## config.mk

```make
export PLATFORM = sky130hd
export DESIGN_NAME = hazard_tracker
export DESIGN_NICKNAME = d
export VERILOG_FILES = /design/src/rtl/hazard_tracker.sv
export SDC_FILE = /design/constraint.sdc
export NUM_CORES = 1
export LEC_CHECK = 0
export ABC_AREA = 0
export BUFFER_PORTS_ARGS = -buffer_cell sky130_fd_sc_hd__buf_2
export CORE_AREA = 4 4 89 91
export CTS_CLUSTER_DIAMETER = 40
export DETAILED_ROUTE_END_ITERATION = 12
export DIE_AREA = 0 0 93 95
export GPL_TIMING_DRIVEN = 0
export PLACE_DENSITY = 0.85
export SLEW_MARGIN = 20
export SYNTH_ARGS = -nofsm -noshare
export SYNTH_HDL_FRONTEND = slang
export SYNTH_SLANG_ARGS = --single-unit
```

## constraint.sdc

```tcl
create_clock -name clk -period 2.49 [get_ports clk]
set_input_delay 0.498 -clock clk [delete_from_list [all_inputs] [get_ports clk]]
set_output_delay 0.498 -clock clk [all_outputs]
set_load 0.02 [all_outputs]
```

## src/rtl/hazard_tracker.sv

```systemverilog
// Hazard and forwarding unit for the 5-stage MIPS pipeline: shadows the E/M/W
// writers with their remaining Tnew and derives the D-stage stall plus D/E forwarding selects.
module hazard_tracker #(
   parameter int CNT_W = 32
) (
   input  logic             clk,
   input  logic             rst_n,
   input  logic             valid_D,
   input  logic [4:0]       rs_D,
   input  logic [4:0]       rt_D,
   input  logic [1:0]       tuse_rs_D,
   input  logic [1:0]       tuse_rt_D,
   input  logic [1:0]       tnew_D,
   input  logic             regwrite_D,
   input  logic [4:0]       waddr_D,
   output logic             stall,
   output logic [1:0]       fwd_rs_D,
   output logic [1:0]       fwd_rt_D,
   output logic [1:0]       fwd_rs_E,
   output logic [1:0]       fwd_rt_E,
   output logic [CNT_W-1:0] stall_cnt
);

   logic       e_vld, m_vld, w_vld;
   logic [4:0] e_waddr, m_waddr, w_waddr;
   logic [1:0] e_tnew, m_tnew, w_tnew;
   logic [4:0] e_rs, e_rt;

   logic e_wr_rs, e_wr_rt, m_wr_rs, m_wr_rt, w_wr_rs, w_wr_rt;
   logic m_wr_ers, m_wr_ert, w_wr_ers, w_wr_ert;
   logic stall_rs, stall_rt, enter_e;

   function automatic logic writes(input logic vld, input logic [4:0] waddr, input logic [4:0] r);
      return vld && (waddr == r) && (r != 5'd0);
   endfunction

   // Nearest matching stage wins; if its result is not ready yet, fall back to the regfile
   // rather than an older (stale) stage.
   function automatic logic [1:0] sel_d(input logic e_hit, input logic [1:0] e_t,
                                        input logic m_hit, input logic [1:0] m_t,
                                        input logic w_hit, input logic [1:0] w_t);
      if (e_hit)      return (e_t == 2'd0) ? 2'd1 : 2'd0;
      else if (m_hit) return (m_t == 2'd0) ? 2'd2 : 2'd0;
      else if (w_hit) return (w_t == 2'd0) ? 2'd3 : 2'd0;
      else            return 2'd0;
   endfunction

   assign e_wr_rs  = writes(e_vld, e_waddr, rs_D);
   assign e_wr_rt  = writes(e_vld, e_waddr, rt_D);
   assign m_wr_rs  = writes(m_vld, m_waddr, rs_D);
   assign m_wr_rt  = writes(m_vld, m_waddr, rt_D);
   assign w_wr_rs  = writes(w_vld, w_waddr, rs_D);
   assign w_wr_rt  = writes(w_vld, w_waddr, rt_D);
   assign m_wr_ers = writes(m_vld, m_waddr, e_rs);
   assign m_wr_ert = writes(m_vld, m_waddr, e_rt);
   assign w_wr_ers = writes(w_vld, w_waddr, e_rs);
   assign w_wr_ert = writes(w_vld, w_waddr, e_rt);

   assign stall_rs = valid_D && (rs_D != 5'd0) &&
                     ((e_wr_rs && (tuse_rs_D < e_tnew)) || (m_wr_rs && (tuse_rs_D < m_tnew)));
   assign stall_rt = valid_D && (rt_D != 5'd0) &&
                     ((e_wr_rt && (tuse_rt_D < e_tnew)) || (m_wr_rt && (tuse_rt_D < m_tnew)));
   assign stall    = stall_rs || stall_rt;

   assign enter_e  = valid_D && !stall && regwrite_D && (waddr_D != 5'd0);

   assign fwd_rs_D = sel_d(e_wr_rs, e_tnew, m_wr_rs, m_tnew, w_wr_rs, w_tnew);
   assign fwd_rt_D = sel_d(e_wr_rt, e_tnew, m_wr_rt, m_tnew, w_wr_rt, w_tnew);
   assign fwd_rs_E = sel_d(1'b0, 2'd0, m_wr_ers, m_tnew, w_wr_ers, w_tnew);
   assign fwd_rt_E = sel_d(1'b0, 2'd0, m_wr_ert, m_tnew, w_wr_ert, w_tnew);

   // Non-writers still record rs/rt in E so the E-stage forwarding can see their operands.
   always_ff @(posedge clk or negedge rst_n) begin
      if (!rst_n) begin
         e_vld     <= 1'b0;
         e_waddr   <= 5'd0;
         e_tnew    <= 2'd0;
         e_rs      <= 5'd0;
         e_rt      <= 5'd0;
         m_vld     <= 1'b0;
         m_waddr   <= 5'd0;
         m_tnew    <= 2'd0;
         w_vld     <= 1'b0;
         w_waddr   <= 5'd0;
         w_tnew    <= 2'd0;
         stall_cnt <= '0;
      end else begin
         e_vld   <= enter_e;
         e_waddr <= enter_e ? waddr_D : 5'd0;
         e_tnew  <= enter_e ? tnew_D : 2'd0;
         e_rs    <= (valid_D && !stall) ? rs_D : 5'd0;
         e_rt    <= (valid_D && !stall) ? rt_D : 5'd0;
         m_vld   <= e_vld;
         m_waddr <= e_waddr;
         m_tnew  <= (e_tnew == 2'd0) ? 2'd0 : e_tnew - 2'd1;
         w_vld   <= m_vld;
         w_waddr <= m_waddr;
         w_tnew  <= 2'd0;
         if (stall)
            stall_cnt <= stall_cnt + {{(CNT_W-1){1'b0}}, 1'b1};
      end
   end

endmodule

```

-- Yosys cells after proc, flatten, opt, wreduce, memory -nomap -nowiden
Index checks and enable logic that the tools add are counted.
- register bits after elaboration: 64
- latch bits: 0
- bits in writable memories: 0
- ROM bits: 0
- memories kept: 0
- add/sub/neg operators: 2
- $mul: 0
- divide/modulo/power cells: 0
- $lt $le $gt $ge: 4
- equal/unequal tests: 10
- shift-type cells: 0
- mux-type cells: 17
- bitwise gates (word level): 0
- reductions and logical operators: 42
- operator list (operator ; count):
    5-bit == test ; 10
    32-bit by 1-bit adder with 32-bit output, second input constant ; 1
    1-bit logical AND ; 31
    2-bit two-way mux ; 13
    5-bit nonzero test ; 5
    5-bit two-way mux ; 3
    2-bit < comparator ; 4
    2-bit zero test ; 2
    1-bit logical OR ; 3
    2-bit by 1-bit subtractor with 2-bit output, second input constant ; 1
    1-bit zero test ; 1
    1-bit two-way mux ; 1

-- Depth between registers and ports, before layout
- depth in word-level cells: 12
- depth in mapped cells: 8
- mapped depth without buffers: 7

-- Worst setup path after synthesis
Ideal clock, no wire load.
- path type: register to output
- start: reg e_rs[0]
- end: out fwd_rs_E[1]
- data arrival time: 2010 ps
- required time: 1992 ps
- slack: -18 ps
- stages on the path, launching flop included: 7
- cell sequence: dfrtp_1 > nor4_1 > nor3_1 > a21oi_1 > nor2_1 > nor4_1 > a21o_1
- longest elaborated chain between the ends: 5
- elaborated cells on any way between the ends: 9
- those cells by class: eq/ne: 2; mux: 2; reduce/logical: 5
- RTL lines (element ; line ; text):
    start, declared ; 27 ; logic [4:0] e_rs, e_rt;
    start signal, assigned ; 91 ; e_rs <= (valid_D && !stall) ? rs_D : 5'd0;
    5-bit == test ; 34 ; return vld && (waddr == r) && (r != 5'd0);
    1-bit logical AND (2 in series) ; 34 ;
    2-bit two-way mux ; 44 ; else if (w_hit) return (w_t == 2'd0) ? 2'd3 : 2'd0;
    2-bit two-way mux * ; 43 ; else if (m_hit) return (m_t == 2'd0) ? 2'd2 : 2'd0;
    end, declared ; 19 ; output logic [1:0] fwd_rs_E,
Mark *: on every way between the ends. The rest lies on a longest branch, timed or not.

-- Worst setup path after layout
- start: in rt_D[2]
- end: out stall
- longest elaborated chain between the ends: 7
- elaborated cells on any way between the ends: 13
- those cells by class: eq/ne: 2; reduce/logical: 11
- RTL lines (element ; line ; text):
    start, declared ; 10 ; input logic [4:0] rt_D,
    5-bit == test ; 34 ;
    1-bit logical AND (2 in series) ; 34 ;
    1-bit logical AND ; 62 ; ((e_wr_rt && (tuse_rt_D < e_tnew)) || (m_wr_rt && (tuse_rt_D < m_tnew)));
    1-bit logical OR ; 62 ;
    1-bit logical AND * ; 61 ; assign stall_rt = valid_D && (rt_D != 5'd0) &&
    1-bit logical OR * ; 63 ; assign stall = stall_rs || stall_rt;
    end, declared ; 16 ; output logic stall,
Marked as above.

==> flow_summary.json <==
{
  "synthesis.instances": 330,
  "endpoint_kind": "output pin",
  "crit-reg2reg-capture": "stall_cnt[17]",
  "syn_area_um2": 3470,
  "drt-pass1-iter-count": 4,
  "layout_commonest_cell": "dfrtp_1",
  "clk_path_buf_depth": 2,
  "status": "complete, but fails checks",
  "core_um2": 7140,
  "grt_pass1_wl_mm": 14.6,
  "cts_hold_buf": 0,
  "drv_slew": 0,
  "cts.sinks": 64,
  "die_w_um": 93,
  "ir_drop_v": 0.000388,
  "slew_headroom_pct": 46.4,
  "start_util_pct": 48.6,
  "drv_cap": 0,
  "fin_skew_ns": 0.00764,
  "post-route-min-period_ns": 2.75,
  "row_count": 31,
  "cts_tree": "built",
  "reg2reg_depth": 9,
  "path_clk_slew_ns": 0.08,
  "nets": 469,
  "r2r-start": "m_waddr[2]",
  "final_cell_area_um2": 4670,
  "synth-seq-cells": 64,
  "postSynthAreaPerCell_um2": 10.5,
  "clock-root-buffer": "clkbuf_8",
  "setup_viol": 5,
  "crit_required_ns": 1.99,
  "htree_levels": 3,
  "layout-drive-gt1-share_pct": 36.9,
  "grt_max_degree": 65,
  "post_drt_wl_per_cell_um": 17.1,
  "path_class": "in2out",
  "rsz0062_at_grt": "yes",
  "path_max_fanout": 5,
  "ant_nets": 0,
  "via_count": 2895,
  "grt_antenna_before_repair": 0,
  "critPathArrivalTime_ns": 2.26,
  "routed_wl_mm": 9.28,
  "leakage_nw": 2.29,
  "die_area_um2": 8840,
  "place_area_um2": 3930,
  "worst_slack_ns": -0.265,
  "cts_made_buffers": 9,
  "die-height_um": 95,
  "clkLatencyLatePin_ns": 0.35,
  "grt_use_met3_pct": 5.10,
  "overflow": 0,
  "fill_cells": 565,
  "viasPerCell": 5.33,
  "period_share_pct": 111,
  "synth.distinct_cells": 34,
  "gp_congestion": 0.858,
  "drt_iter0_markers": 174,
  "start_kind": "primary input",
  "ys_warn_count": 0,
  "grt_pass1_vias": 2999,
  "io_pins": 66,
  "ys_seq_area_share_pct": 46.2,
  "fin_util_pct": 65.5,
  "gr-usage-met2_pct": 38.1,
  "syn_to_final_growth_pct": 34.7,
  "ff2ff_setup_slack_ns": 0.17,
  "grt.busiest_layer": "met2",
  "violations": "setup timing",
  "syn_nets": 360,
  "achievable-frequency_ghz": 0.363,
  "grt_use_total_pct": 21.3,
  "diodes": 0,
  "gr-usage-met1_pct": 24.9,
  "hold_viol_final": 0,
  "final_cell_mix": "dfrtp_1 (58), buf_2 (54), xnor2_1 (39), xor2_1 (36), buf_4 (31)",
  "dpl.hpwl_mm": 6.12,
  "hold_path.class": "in2async",
  "port_buffers": 65,
  "powerDensity_nw_per_um2": 500,
  "drc_errors": 0,
  "worst_pin_slew_ns": 0.803
}
==> sequential cells by signal (all words and copies together) (netlist names) <==
register and count:
w_waddr 5, e_vld 1, stall_cnt 32, e_rt 5
m_vld 1, m_tnew 2, m_waddr 5, e_waddr 5
w_vld 1, e_tnew 2, e_rs 5
==> cells in the mapped netlist <==
master | n | area [um^2]
o41ai_4 | 1 | 27.5
nor3_1 | 21 | 105
nor4_4 | 1 | 21.3
or4_1 | 1 | 7.51
xnor2_1 | 43 | 377
nor4_2 | 10 | 125
ha_1 | 5 | 62.6
a21oi_1 | 5 | 25.0
nor3b_1 | 1 | 7.51
mux2_1 | 1 | 11.3
and2_1 | 2 | 12.5
nor2_1 | 21 | 78.8
buf_2 | 1 | 5.00
nand3_1 | 10 | 50.1
buf_4 | 1 | 7.51
nor4_1 | 8 | 50.1
buf_1 | 1 | 3.75
xor2_1 | 36 | 315
mux2_2 | 2 | 22.5
dfrtp_1 | 64 | 1600
clkbuf_1 | 7 | 26.3
or4_4 | 2 | 22.5
and3_1 | 17 | 106
inv_1 | 9 | 33.8
buf_6 | 2 | 22.5
nand2b_1 | 4 | 25.0
nand2_1 | 28 | 105
and4_1 | 2 | 17.5
nor4b_2 | 1 | 15.0
nor2_4 | 2 | 22.5
a21o_1 | 5 | 37.5
nor4b_4 | 1 | 23.8
nand4_1 | 14 | 87.6
or3_1 | 1 | 6.26
==> layout make-up <==
class                      count  area (um^2)  area share, %
multi-input combinational    245         1940           41.4
inverter                       9         33.8          0.723
sequential                    64         1610           34.4
clock buffer                   9          124           2.65
timing repair buffer          98          687           14.7
buffer                        12         81.3           1.74
clock inverter                 7         78.8           1.69
tap                           99          124           2.65
==> layer usage <==
metal  vias up  share of wire (%)
li1       1355                  -
met1      1447                 39
met2        78                 54
met3        15                4.7
met4         0                1.7
met5         -                  0
==> worst max-delay path, cell delays in order <==
cell and delay [ns]:
buf_12 0.11, or4_4 0.53, nor2_4 0.16, buf_6 0.13, nor4b_4 0.05, o41ai_4 0.46
buf_6 0.17, inv_2 0.03, buf_6 0.12
==> per-stage QoR <==
step                      hold WS [ns]  instances  worst slack [ns]  TNS (ns)  power (W)
after floorplan                  0.202        330           0.00477         0    0.00125
after global placement           0.360        494            -0.408     -3.95    0.00135
after detailed placement         0.361        494            -0.410     -4.89    0.00136
after CTS                        0.253        529            -0.283    -0.832    0.00231
after global routing             0.297        543            -0.329     -1.19    0.00244
final                            0.229        543            -0.265    -0.711    0.00234
==> where the power goes <==
part           internal (W)  switching (W)
sequential          0.00107      0.0000388
clock              0.000472       0.000456
combinational      0.000144       0.000157
==> what timing repair did <==
item | CTS | global route
endpoints found under the setup margin | 6 | 17
setup buffers | 19 | 14
gates resized for setup | 45 | 29
pin swaps | 13 | 15
==> kinds of logic after synthesis <==
logic type	count (synthesis)	share of synthesized area, %
buffers and inverters	21	2.85
AOI/OAI and AO/OA	11	2.60
muxes	3	0.974
DFF	64	46.2
xor gates and xnor gates	79	19.9
adders and majority gates	5	1.80
and+or+nand+nor	147	25.6
==> worst max-delay path by stage <==
stage          slack (ns)    end  cells past startpoint  startpoint
4_1_cts             -0.28  stall                      8     rs_D[4]
3_3_place_gp        -0.41  stall                      8     rt_D[1]
5_1_grt             -0.33  stall                      9     rt_D[2]
6_report            -0.26  stall                      9     rt_D[2]
2_1_floorplan       0.005  stall                      6     rt_D[1]
3_5_place_dp        -0.41  stall                      8     rt_D[1]
(Power assumes the default switching activity.)
